[src/rtl/sysx_slave.sv]
// sysX bus slave: synchronizes the master's bus clock, select and data lanes,
// decodes a command byte plus four data bytes and bridges them onto a local register port.
module sysx_slave #(
   parameter logic [1:0] pSelect = 2'd1
) (
   input  logic        iClock,
   input  logic        iReset,
   input  logic        iBusClock,
   input  logic [1:0]  iBusSelect,
   input  logic [7:0]  iBusMOSI,
   output logic [7:0]  oBusMISO,
   output logic        oBusInterrupt,
   output logic [6:0]  oRegAddr,
   output logic [31:0] oRegData,
   output logic        oRegWrite,
   output logic        oRegRead,
   input  logic [31:0] iRegData,
   input  logic        iIntRequest
);

   typedef enum logic [1:0] {ST_IDLE, ST_COMMAND, ST_DATA, ST_END} state_t;
   localparam logic [6:0] STATUS_IDX = 7'h7F;

   state_t      state_reg, state_next;
   logic        bclk_meta_reg, bclk_sync_reg, bclk_prev_reg;
   logic [1:0]  sel_meta_reg, sel_sync_reg;
   logic [7:0]  mosi_meta_reg, mosi_sync_reg;
   logic        selected, bus_rise;
   logic        capture, data_rise, last_rise;
   logic        is_write_reg;
   logic [6:0]  idx_reg;
   logic [1:0]  count_reg;
   logic [31:0] shift_reg;
   logic        load_reg, write_go_reg, clear_go_reg;
   logic [7:0]  miso_next;

   // The bus clock is delayed one extra stage so a rise is seen as 1-after-0.
   always_ff @(posedge iClock or posedge iReset) begin
      if (iReset) begin
         bclk_meta_reg <= 1'b0;
         bclk_sync_reg <= 1'b0;
         bclk_prev_reg <= 1'b0;
         sel_meta_reg  <= 2'd0;
         sel_sync_reg  <= 2'd0;
         mosi_meta_reg <= 8'd0;
         mosi_sync_reg <= 8'd0;
      end else begin
         bclk_meta_reg <= iBusClock;
         bclk_sync_reg <= bclk_meta_reg;
         bclk_prev_reg <= bclk_sync_reg;
         sel_meta_reg  <= iBusSelect;
         sel_sync_reg  <= sel_meta_reg;
         mosi_meta_reg <= iBusMOSI;
         mosi_sync_reg <= mosi_meta_reg;
      end
   end

   assign bus_rise = bclk_sync_reg & ~bclk_prev_reg;
   assign selected = (pSelect != 2'd0) && (sel_sync_reg == pSelect);

   always_ff @(posedge iClock or posedge iReset) begin
      if (iReset) state_reg <= ST_IDLE;
      else        state_reg <= state_next;
   end

   always_comb begin
      state_next = state_reg;
      capture    = 1'b0;
      data_rise  = 1'b0;
      last_rise  = 1'b0;
      case (state_reg)
         ST_IDLE: begin
            if (selected) state_next = ST_COMMAND;
         end
         ST_COMMAND: begin
            if (!selected) begin
               state_next = ST_IDLE;
            end else if (bus_rise) begin
               capture    = 1'b1;
               state_next = ST_DATA;
            end
         end
         ST_DATA: begin
            if (!selected) begin
               state_next = ST_IDLE;
            end else if (bus_rise) begin
               data_rise = 1'b1;
               if (count_reg == 2'd3) begin
                  last_rise  = 1'b1;
                  state_next = ST_END;
               end
            end
         end
         default: begin
            if (!selected) state_next = ST_IDLE;
         end
      endcase
   end

   always_comb begin
      miso_next = 8'hFF;
      if (state_reg == ST_DATA && !is_write_reg) begin
         case (count_reg)
            2'd0:    miso_next = shift_reg[31:24];
            2'd1:    miso_next = shift_reg[23:16];
            2'd2:    miso_next = shift_reg[15:8];
            default: miso_next = shift_reg[7:0];
         endcase
      end
   end

   always_ff @(posedge iClock or posedge iReset) begin
      if (iReset) begin
         is_write_reg  <= 1'b0;
         idx_reg       <= 7'd0;
         count_reg     <= 2'd0;
         shift_reg     <= 32'd0;
         load_reg      <= 1'b0;
         write_go_reg  <= 1'b0;
         clear_go_reg  <= 1'b0;
         oRegRead      <= 1'b0;
         oRegWrite     <= 1'b0;
         oRegAddr      <= 7'd0;
         oRegData      <= 32'd0;
         oBusInterrupt <= 1'b0;
         oBusMISO      <= 8'hFF;
      end else begin
         oRegRead      <= 1'b0;
         load_reg      <= oRegRead;
         write_go_reg  <= last_rise && is_write_reg && (idx_reg != STATUS_IDX);
         clear_go_reg  <= last_rise && is_write_reg && (idx_reg == STATUS_IDX);
         oRegWrite     <= write_go_reg;
         // A new request wins over a status-register clear in the same cycle.
         oBusInterrupt <= iIntRequest | (oBusInterrupt & ~clear_go_reg);
         oBusMISO      <= miso_next;

         if (write_go_reg) begin
            oRegAddr <= idx_reg;
            oRegData <= shift_reg;
         end

         if (capture) begin
            is_write_reg <= mosi_sync_reg[7];
            idx_reg      <= mosi_sync_reg[6:0];
            count_reg    <= 2'd0;
            if (!mosi_sync_reg[7]) begin
               if (mosi_sync_reg[6:0] == STATUS_IDX) begin
                  shift_reg <= {31'd0, oBusInterrupt};
               end else begin
                  oRegRead <= 1'b1;
                  oRegAddr <= mosi_sync_reg[6:0];
               end
            end
         end

         if (load_reg) shift_reg <= iRegData;

         if (data_rise) begin
            count_reg <= count_reg + 2'd1;
            if (is_write_reg) shift_reg <= {shift_reg[23:0], mosi_sync_reg};
         end
      end
   end

endmodule

[config.mk]
export PLATFORM = sky130hd
export DESIGN_NAME = sysx_slave
export DESIGN_NICKNAME = d
export VERILOG_FILES = /design/src/rtl/sysx_slave.sv
export SDC_FILE = /design/constraint.sdc
export NUM_CORES = 1
export LEC_CHECK = 0
export CORE_MARGIN = 10
export CORE_UTILIZATION = 51
export CTS_CLUSTER_SIZE = 20
export DETAILED_ROUTE_END_ITERATION = 10
export GPL_TIMING_DRIVEN = 0
export PLACE_DENSITY = 0.82
export SETUP_SLACK_MARGIN = 0.4
export SYNTH_ARGS = -nofsm -noshare
export SYNTH_HDL_FRONTEND = slang
export SYNTH_SLANG_ARGS = --single-unit
[constraint.sdc]
create_clock -name iClock -period 5.35 [get_ports iClock]
set_input_delay 1.3375 -clock iClock [delete_from_list [all_inputs] [get_ports iClock]]
set_output_delay 1.3375 -clock iClock [all_outputs]
set_load 0.01 [all_outputs]
==> results of run 1 <==
==> how the worst min path moves through the flow <==
stage                                start          endpoint  slack (ps)  cells past startpoint
final                     mosi_meta_reg[0]  mosi_sync_reg[0]         350                      0
after global routing      mosi_meta_reg[2]  mosi_sync_reg[2]         350                      0
after global placement     sel_meta_reg[1]   sel_sync_reg[1]         330                      0
after CTS                 mosi_meta_reg[0]  mosi_sync_reg[0]         350                      0
after floorplan              bclk_meta_reg     bclk_sync_reg         330                      0
after detailed placement  mosi_meta_reg[0]  mosi_sync_reg[0]         340                      0
==> area by class of cell <==
cell class                      count  area (sq um)
Sequential cell                   120          3010
Fill cell                         640          2630
Multi-Input combinational cell    252          1730
Timing Repair Buffer               96           978
Clock buffer                       17           414
Clock inverter                     15           191
Tap cell                          129           161
Buffer                             31           131
Inverter                            7          28.8
==> kinds of logic (layout without fill, tap and decap cells) <==
family | after synthesis | in the layout
multiplexers | 52 | 52
AO/OA/AOI/OAI | 88 | 88
adder cells (fa/ha/maj) | 4 | 4
flip-flops | 120 | 120
AND/OR/NAND/NOR | 108 | 108
buffers and inverters | 38 | 166
==> stage by stage <==
| step | TNS, ps | hold slack (ps) |
|---|---|---|
| floorplan | 0 | 331 |
| CTS | 0 | 349 |
| finish | 0 | 348 |
| detailed placement | 0 | 336 |
| global placement | -65500 | 332 |
| global route | 0 | 355 |
==> power groups by stage <==
stage	registers (mW)	clock network (mW)	logic [mW]
floorplan	1.05	0	0.118
global placement	1.08	0	0.191
detailed placement	1.08	0	0.200
CTS	1.07	1.16	0.206
global route	1.08	1.22	0.226
finish	1.07	1.16	0.206
==> layer usage <==
layer  wire [um]  up-vias
met5           0        -
met4         464        0
met3        1280       46
met2        6600      243
met1        5070     1893
li1            -     1719
==> layout by cell type (no fill, tap or decap), types with 2 or more instances in the layout <==
cell	instances
dfrtp_1	112
clkdlybuf4s50_1	95
nand2_1	50
mux2_2	44
nor2_1	37
o211ai_1	31
a31oi_1	31
clkbuf_1	27
clkbuf_16	16
o21ai_0	10
a222oi_1	8
dfstp_2	8
inv_1	6
nand3_1	5
a21oi_1	5
mux2i_1	4
mux2_4	4
ha_1	4
inv_6	4
clkinv_4	4
nand4_1	3
nor2b_1	3
bufinv_16	3
buf_1	2
nand2b_1	2
buf_6	2
clkinvlp_4	2
==> key figures, run 1 <==
Logic synthesis
  • Top post-synthesis cells by area: dfrtp_1 57%, mux2_2 10%, o211ai_1 4.7%
  • Post-synth EDFFs: 0
  • Synthesized net count: 460
  • Cells after Synth: 410
  • Synth cell count leaders: 112 x dfrtp_1, 50 x nand2_1, 44 x mux2_2
  • FFs w/ async S/R, synth: between 90% and 100%
  • Synthesized area: just under 5000 sq um
  • Flops & latches, synth: 120
  • Compound-Gate Fraction of Synth Area: 12.4%
  • Adder-cell share of the synthesized area: around 1.0%
  • YS warnings: 0
  • Top FF cell, synth: dfrtp_1
  • Synth top area share: roughly 57%
  • Synth cell types: 32
  • Top-count cell post-synth: dfrtp_1
  • Leading area contributor after synthesis: dfrtp_1
  • Largest family of logic cells by synthesized area: compound AO/OA/AOI/OAI gates
  • Mux cell area share after synthesis: approximately an eighth
  • Seq/Total Area, Yosys: 61.4%
  • Syn Area/Cell: 12.0 sq um
  • Simple-Gate Fraction of Synth Area: approximately a tenth
  • Synth Area in XOR/XNOR: 0%

Timing
  • Worst Max-Slew Pin Slew: around 770 ps
  • Final Cycle Share: 54.4%
  • Worst Slack Setup Final: ~2400 ps
  • Slew Viols, Final: 0
  • Minimum clock period: 2910 ps
  • Worst slew margin: 48.4%
  • Fmax: 343 MHz
  • Count of final setup violators: 0
  • RSZ-0062 raised after global routing: false
  • Final worst clock skew: slightly below 8 ps
  • Final Hold Violating Endpoints: 0

Layout
  • Post-route cell area: roughly 6700 sq um
  • Non-Filler Instances: 667
  • Ant diodes: 0
  • Share of layout cells above drive strength 1: between 15 and 20%
  • Area grow syn2layout: 35.6%
  • Core Util, Final: between 70% and 80%
  • Layout Nets: 575

Global routing
  • First-pass GRT wire length: about 22000 um
  • GR Util met2: a little under a third
  • Largest net degree at the start of global routing: between 60 and 70
  • Busiest grt layer: met2
  • Initial antenna violation count: 0
  • Met1 usage: 22.5%
  • Vias in the first global route: 4192
  • Grt met3 use: under 10%
  • Total GRT Usage: 19.4%
  • Total grt overflow: 0

Setup path
  • End of the critical path: oBusMISO[3]
  • Crit path max-delay family: buffers and inverters
  • Worst-path cell chain: clkdlybuf4s50_1
  • Buf/Inv on CP: 1
  • R2R setup slack: 3220 ps
  • Worst-path cell with the longest stage delay: clkdlybuf4s50_1
  • Crit path required time: about 4000 ps
  • Arrival time worst endpoint: around 1600 ps
  • Critical Path End Type: output pin
  • Startpoint types: flip-flop
  • Max Fanout on Critical Path: 1
  • RR Endpoint: oRegData[15]
  • Critical path's largest stage delay: between 500 and 600 ps
  • RR Startpoint: write_go_reg
  • Crit path depth: 1
  • Crit path kind: flip-flop to output pin
  • R2R depth: 3
  • Crit path from: oBusMISO[3]

Drt
  • Vias per cell: 5.85
  • Initial drt markers: 431
  • Vias: around 3.9k
  • Routed wire length per instance: approximately 20 um
  • DR pass1 iterations: 5
  • Routed Antenna Nets: 0
  • Number of remaining DRC errors: 0
  • WL final: roughly 13000 um

Floorplan
  • # IOs: 96
  • Chip Height: 118 um
  • Initial Utilization: ~53%
  • Core footprint: approximately 9300 sq um
  • # rows: 35
  • Die X: about 120 um
  • Die footprint: 13900 sq um

Placed design
  • Final HPWL DP: just over 9000 um
  • Input/output buffers: 95
  • Cell Count Post-Placement: roughly 640
  • Pre-CTS setup slack: between 2000 and 3000 ps
  • Placed instance area: just over 6000 sq um
  • Gpl congestion: a little under 1

Power
  • Switching power: 0.615 mW
  • Reg power frac: between 40% and 50%
  • Pint: around 1.8 mW
  • Final Total Pwr: between 2 and 2.5 mW
  • Clock power frac: a little under half
  • Pwr Density: approximately 370 nW/um^2
  • Leakage power total: between 2 and 3 nW
  • Switching share of power: between 20% and 30%
  • Comb power frac: under 10%
  • Worst VDD drop: 0.000276 V

Job
  • Max-Cap Viols: 0

CTS
  • TritonCTS clock tree: done
  • TritonCTS Buffers: 17
  • Post-CTS setup buffers: 0
  • Worst-Skew Late Latency: roughly 520 ps
  • Post-CTS Hold Buffers: 0
  • CTS Buffer Depth: 2
  • Clk slew on worst S/H paths: 60 ps
  • Clock root buffer: clkbuf_8
  • Htree depth: 4
  • Post-CTS sizing: 0
  • CTS sink count: 120

Hold path
  • Worst hold path type: flip-flop to flip-flop

Outcome
  • Status: completed
(Power assumes the default switching activity.)
==> run 2, diff against run 1 <==
clock period = 3 ns   (was 5.35 ns; I/O delays follow)
==> run 2 against run 1 <==
Compared with the run above: clock skew fell by 1.9 ps; final area rose by 0.51%; clock power rose by 84%; count of clock-buffer cells in the layout rose by 1; highest routed layer unchanged; wire length rose by 2.0%; critical path type unchanged.
==> key figures, run 2 (synthesis results as in run 1) <==
Placed design
  • Gpl congestion: 0.962 (-1.1%)
  • Placed instance area: 6060 sq um (+0.23%)
  • Input/output buffers: 95 (unchanged)
  • Final HPWL DP: 9290 um (+0.15%)

Floorplan
  • Initial Utilization: 52.8% (unchanged)
  • # rows: 35 (unchanged)
  • Die X: 118 um (unchanged)
  • # IOs: 96 (unchanged)
  • Chip Height: 118 um (unchanged)
  • Die footprint: 13900 sq um (unchanged)
  • Core footprint: 9280 sq um (unchanged)

Setup path
  • R2R depth: 4 (+1)
  • Worst-path cell chain: clkdlybuf4s50_1
  • Crit path kind: flip-flop to output pin
  • Arrival time worst endpoint: 1570 ps (about the same)
  • Worst-path cell with the longest stage delay: clkdlybuf4s50_1
  • Critical path's largest stage delay: 540 ps (about the same)
  • Crit path required time: 2250 ps (-1760 ps)
  • Startpoint types: flip-flop
  • Crit path max-delay family: buffers and inverters
  • Crit path depth: 1 (unchanged)
  • Max Fanout on Critical Path: 1 (unchanged)
  • Critical Path End Type: output pin
  • Buf/Inv on CP: 1 (unchanged)

Timing
  • Final Cycle Share: 77.4%
  • Minimum clock period: 2320 ps
  • Worst hold slack: 349 ps (+0.963 ps)
  • Worst Max-Slew Pin Slew: 802 ps (+27.6 ps)
  • Final worst clock skew: 6.00 ps (-1.91 ps)
  • Fmax: 431 MHz
  • Setup TNS: 0 ps (unchanged)
  • RSZ-0062 raised after global routing: false
  • Final Hold Violating Endpoints: 0 (unchanged)
  • Slew Viols, Final: 0 (unchanged)
  • Worst slew margin: 46.4% (-2.0 points)
  • Count of final setup violators: 0 (unchanged)

Job
  • Max-Cap Viols: 0 (unchanged)

Power
  • Pwr Density: 660 nW/um^2 (+80%)
  • Leakage power total: 2.78 nW (about the same)
  • Worst VDD drop: 0.000408 V (+48%)

CTS
  • TritonCTS clock tree: done
  • Clk slew on worst S/H paths: 60 ps (about the same)
  • Post-CTS Hold Buffers: 0 (unchanged)
  • CTS sink count: 120 (unchanged)
  • Htree depth: 4 (unchanged)
  • Clock root buffer: clkbuf_8
  • Post-CTS sizing: 0 (unchanged)
  • TritonCTS Buffers: 17 (unchanged)
  • Post-CTS setup buffers: 0 (unchanged)
  • Worst-Skew Late Latency: 520 ps (about the same)
  • CTS Buffer Depth: 2 (unchanged)

Drt
  • DR pass1 iterations: 6 (+1)
  • WL final: 13700 um (+2.0%)
  • Initial drt markers: 408 (-5.3%)
  • Vias per cell: 5.84 (about the same)
  • Vias: 3903 (+0.051%)
  • Routed wire length per instance: 20.5 um (+1.9%)
  • Number of remaining DRC errors: 0 (unchanged)
  • Routed Antenna Nets: 0 (unchanged)

Outcome
  • Status: completed

Layout
  • Share of layout cells above drive strength 1: 17.6% (+0.15 points)
  • Most frequent cells in the layout: 112 x dfrtp_1, 95 x clkdlybuf4s50_1, 50 x nand2_1, 44 x mux2_2, 37 x nor2_1
  • Commonest non-fill, non-tap cell in the layout: dfrtp_1
  • Post-route cell area: 6690 sq um (+0.51%)
  • Area grow syn2layout: 36.3%
  • Layout Nets: 576 (+0.17%)
  • Ant diodes: 0 (unchanged)
  • Fillers: 616 (-3.8%)

Hold path
  • Worst hold path type: flip-flop to flip-flop
  • WHS Path Cells: 0 (unchanged)

Global routing
  • First-pass GRT wire length: 22100 um (+0.95%)
  • Vias in the first global route: 4202 (+0.24%)
  • Largest net degree at the start of global routing: 47 (-28%)
  • Initial antenna violation count: 0 (unchanged)
  • Total GRT Usage: 19.7% (+0.28 points)
  • Total grt overflow: 0 (unchanged)
## run 2: worst paths after layout
path	startpoint	endpoint	slack, ps
max reg2reg	write_go_reg	oRegAddr[0]	860
max	oBusMISO[6]	oBusMISO[6]	680
max in group asynchronous	iReset	oBusMISO[4]	1540
min in group asynchronous	iReset	mosi_sync_reg[0]	720
min reg2reg	mosi_meta_reg[1]	mosi_sync_reg[1]	350
min	mosi_meta_reg[1]	mosi_sync_reg[1]	350
## run 2: layer usage
layer | GRT usage (%) | up-vias | part of all wire, %
li1 | - | 1706 | -
met3 | 6.19 | 58 | 8.6
met5 | 0 | - | 0
met2 | 32.1 | 239 | 49
met1 | 22.8 | 1900 | 38
met4 | 9.97 | 0 | 4.3
## run 2: area by class of cell
| type | instances | area (sq um) | share of cell area (%) |
|---|---|---|---|
| buffer | 31 | 131 | 1.96 |
| clock buffer | 18 | 428 | 6.40 |
| clock inverter | 14 | 198 | 2.96 |
| inverter | 7 | 30.0 | 0.449 |
| multi-input combinational | 252 | 1730 | 25.9 |
| sequential | 120 | 3010 | 45.1 |
| tap | 129 | 161 | 2.41 |
| timing repair buffer | 97 | 991 | 14.8 |
## run 2: power by group
group	internal, mW	leakage [nW]	switching [mW]
combinational	0.211	1.03	0.164
clock	1.38	0.290	0.754
sequential	1.75	1.46	0.155
## run 2: stage by stage
stage / util (%) / power (mW) / std cells / worst slack [ps]
after floorplan: - / 2.08 / 410 / 787
after global placement: 64.9 / 2.26 / 634 / -211
after detailed placement: 65.3 / 2.29 / 636 / 948
after global routing: 72.0 / 4.55 / 668 / 641
final: 72.0 / 4.41 / 668 / 679
after CTS: 72.0 / 4.42 / 668 / 665
==> run 3, diff against run 2 <==
CORE_UTILIZATION = 46   (was 51)
PLACE_DENSITY = 0.78   (was 0.82)
clock period = 2.1 ns   (was 3 ns; I/O delays follow)
==> run 3 against run 2 <==
Compared with the run above: register-to-register slack lost 630 ps; combinational power rose by 43%; clock skew is essentially flat; power up 41%; cell count rose by 3.4%; sequential cell count unchanged; via count increased by 1.3%; wire length is 0.20% lower; utilization fell by 6.6 points; first-iteration DRC count fell by 14%; largest cell class unchanged; largest power group unchanged.
==> key figures, run 3 (synthesis results as in run 1) <==
Floorplan
  • Initial Utilization: 47.3% (-5.5 points)
  • # rows: 37 (+5.7%)
  • Die X: 123 um (+4.4%)
  • Die footprint: 15200 sq um (+9.0%)
  • Chip Height: 123 um (+4.4%)
  • Core footprint: 10400 sq um (+12%)
  • # IOs: 96 (unchanged)

Placed design
  • Gpl congestion: 0.996 (+3.5%)
  • Placed instance area: 6090 sq um (+0.54%)
  • Input/output buffers: 95 (unchanged)
  • Final HPWL DP: 9500 um (+2.2%)
  • Cell Count Post-Placement: 644 (+1.3%)

Setup path
  • Max Fanout on Critical Path: 6 (+5)
  • RR Startpoint: state_reg[1]
  • Crit path required time: 2500 ps (+250 ps)
  • Startpoint types: flip-flop
  • Buf/Inv on CP: 2 (+1)
  • Worst-path cell chain: and4bb_1 -> or3b_1 -> buf_6 -> nand2b_4 -> buf_8 -> mux2_4
  • Critical Path End Type: flip-flop
  • Arrival time worst endpoint: 2280 ps (+710 ps)
  • Critical path's largest stage delay: 390 ps (-150 ps)
  • Crit path from: state_reg[1]
  • Crit path max-delay family: simple AND/OR/NAND/NOR gates
  • Worst-path cell with the longest stage delay: dfrtp_1
  • Crit path kind: flip-flop to flip-flop

Power
  • Worst VDD drop: 0.000510 V (+25%)
  • Final Total Pwr: 6.21 mW (+41%)
  • Leakage power total: 2.98 nW (+7.5%)
  • Pwr Density: 915 nW/um^2 (+39%)

Outcome
  • Status: completed

Layout
  • Area of the multi-input gates: 1770 sq um (+2.2%)
  • Ant diodes: 0 (unchanged)
  • Post-route cell area: 6790 sq um (+1.5%)
  • Fillers: 751 (+22%)
  • Most frequent cells in the layout: 112 x dfrtp_1, 50 x nand2_1, 45 x clkdlybuf4s50_1, 44 x mux2_2, 37 x nor2_1
  • Core Util, Final: 65.5% (-6.6 points)
  • Non-Filler Instances: 691 (+3.4%)
  • Commonest non-fill, non-tap cell in the layout: dfrtp_1
  • Layout Nets: 592 (+2.8%)
  • Share of layout cells above drive strength 1: 31.4% (+14 points)
  • Register area: 3010 sq um (unchanged)
  • Area grow syn2layout: 38.4%

CTS
  • CTS Buffer Depth: 2 (unchanged)
  • Worst-Skew Late Latency: 520 ps (about the same)
  • Clock root buffer: clkbuf_8
  • Clk slew on worst S/H paths: 60 ps (about the same)
  • TritonCTS clock tree: done
  • TritonCTS Buffers: 17 (unchanged)
  • Htree depth: 4 (unchanged)
  • CTS sink count: 120 (unchanged)

Timing
  • Count of final setup violators: 0 (unchanged)
  • Final Cycle Share: slightly below 90%
  • Final worst clock skew: 5.74 ps (-0.256 ps)
  • Minimum clock period: 1870 ps
  • Fmax: ~530 MHz
  • Final Hold Violating Endpoints: 0 (unchanged)
  • Worst slew margin: 58.6% (+12 points)
  • Slew Viols, Final: 0 (unchanged)
  • Setup TNS: 0 ps (unchanged)
  • Worst Max-Slew Pin Slew: 620 ps (-181 ps)
  • RSZ-0062 raised after global routing: true

Global routing
  • Total grt overflow: 0 (unchanged)
  • First-pass GRT wire length: 21400 um (-3.1%)
  • Initial antenna violation count: 0 (unchanged)
  • Vias in the first global route: 4113 (-2.1%)
  • Total GRT Usage: 18.1% (-1.5 points)
  • Largest net degree at the start of global routing: 41 (-13%)

Hold path
  • Worst hold path type: flip-flop to flip-flop
  • Worst hold start: sel_meta_reg[0]

Job
  • Max-Cap Viols: 0 (unchanged)

Drt
  • Routed Antenna Nets: 0 (unchanged)
  • DR pass1 iterations: 7 (+1)
  • Vias per cell: 5.72 (-2.1%)
  • Number of remaining DRC errors: 0 (unchanged)
  • WL final: 13700 um (-0.20%)
  • Routed wire length per instance: 19.8 um (-3.5%)
  • Initial drt markers: 352 (-14%)
  • Vias: 3954 (+1.3%)
[run 3: repair_timing]
action | CTS | global route
buffers inserted | 12 | 3
setup endpoints to repair | 125 | 89
endpoints found under the hold margin | 0 | 0
gates resized for setup | 139 | 77
pin swaps | 10 | 7
hold buffers | 0 | 0
[run 3: layout make-up]
| cell class | count | area share [%] |
|---|---|---|
| clock inverter | 13 | 2.47 |
| tap | 136 | 2.51 |
| inverter | 7 | 0.442 |
| sequential | 120 | 44.4 |
| clock buffer | 19 | 6.36 |
| timing repair buffer | 113 | 14.9 |
| multi-input combinational | 252 | 26.1 |
| buffer | 31 | 2.82 |
[run 3: per-stage QoR]
step / setup slack [ps] / hold slack [ps]
after global placement: -911 / 332
after floorplan: 112 / 331
after global routing: 161 / 351
final: 227 / 347
after CTS: 242 / 349
after detailed placement: 136 / 336
[run 3: report_power, final]
part / leakage (nW) / internal (mW) / switching, mW
sequential: 1.46 / 2.51 / 0.235
clock: 0.290 / 1.85 / 1.08
combinational: 1.23 / 0.307 / 0.230
total: 2.98 / 4.67 / 1.55
[run 3: worst paths after layout]
kind,slack [ps],to,cells after the start
max,230,oRegAddr[4],6
min,350,sel_sync_reg[0],0
max reg2reg,230,oRegAddr[4],6
min reg2reg,350,sel_sync_reg[0],0
max in group asynchronous,1050,oBusMISO[4],3
min in group asynchronous,430,bclk_meta_reg,2
[run 3: layer usage]
layer	global-route usage [%]	wire length [um]
met5	0	0
met4	8.88	426
met3	5.56	1050
met2	29.6	6750
met1	21.4	5430
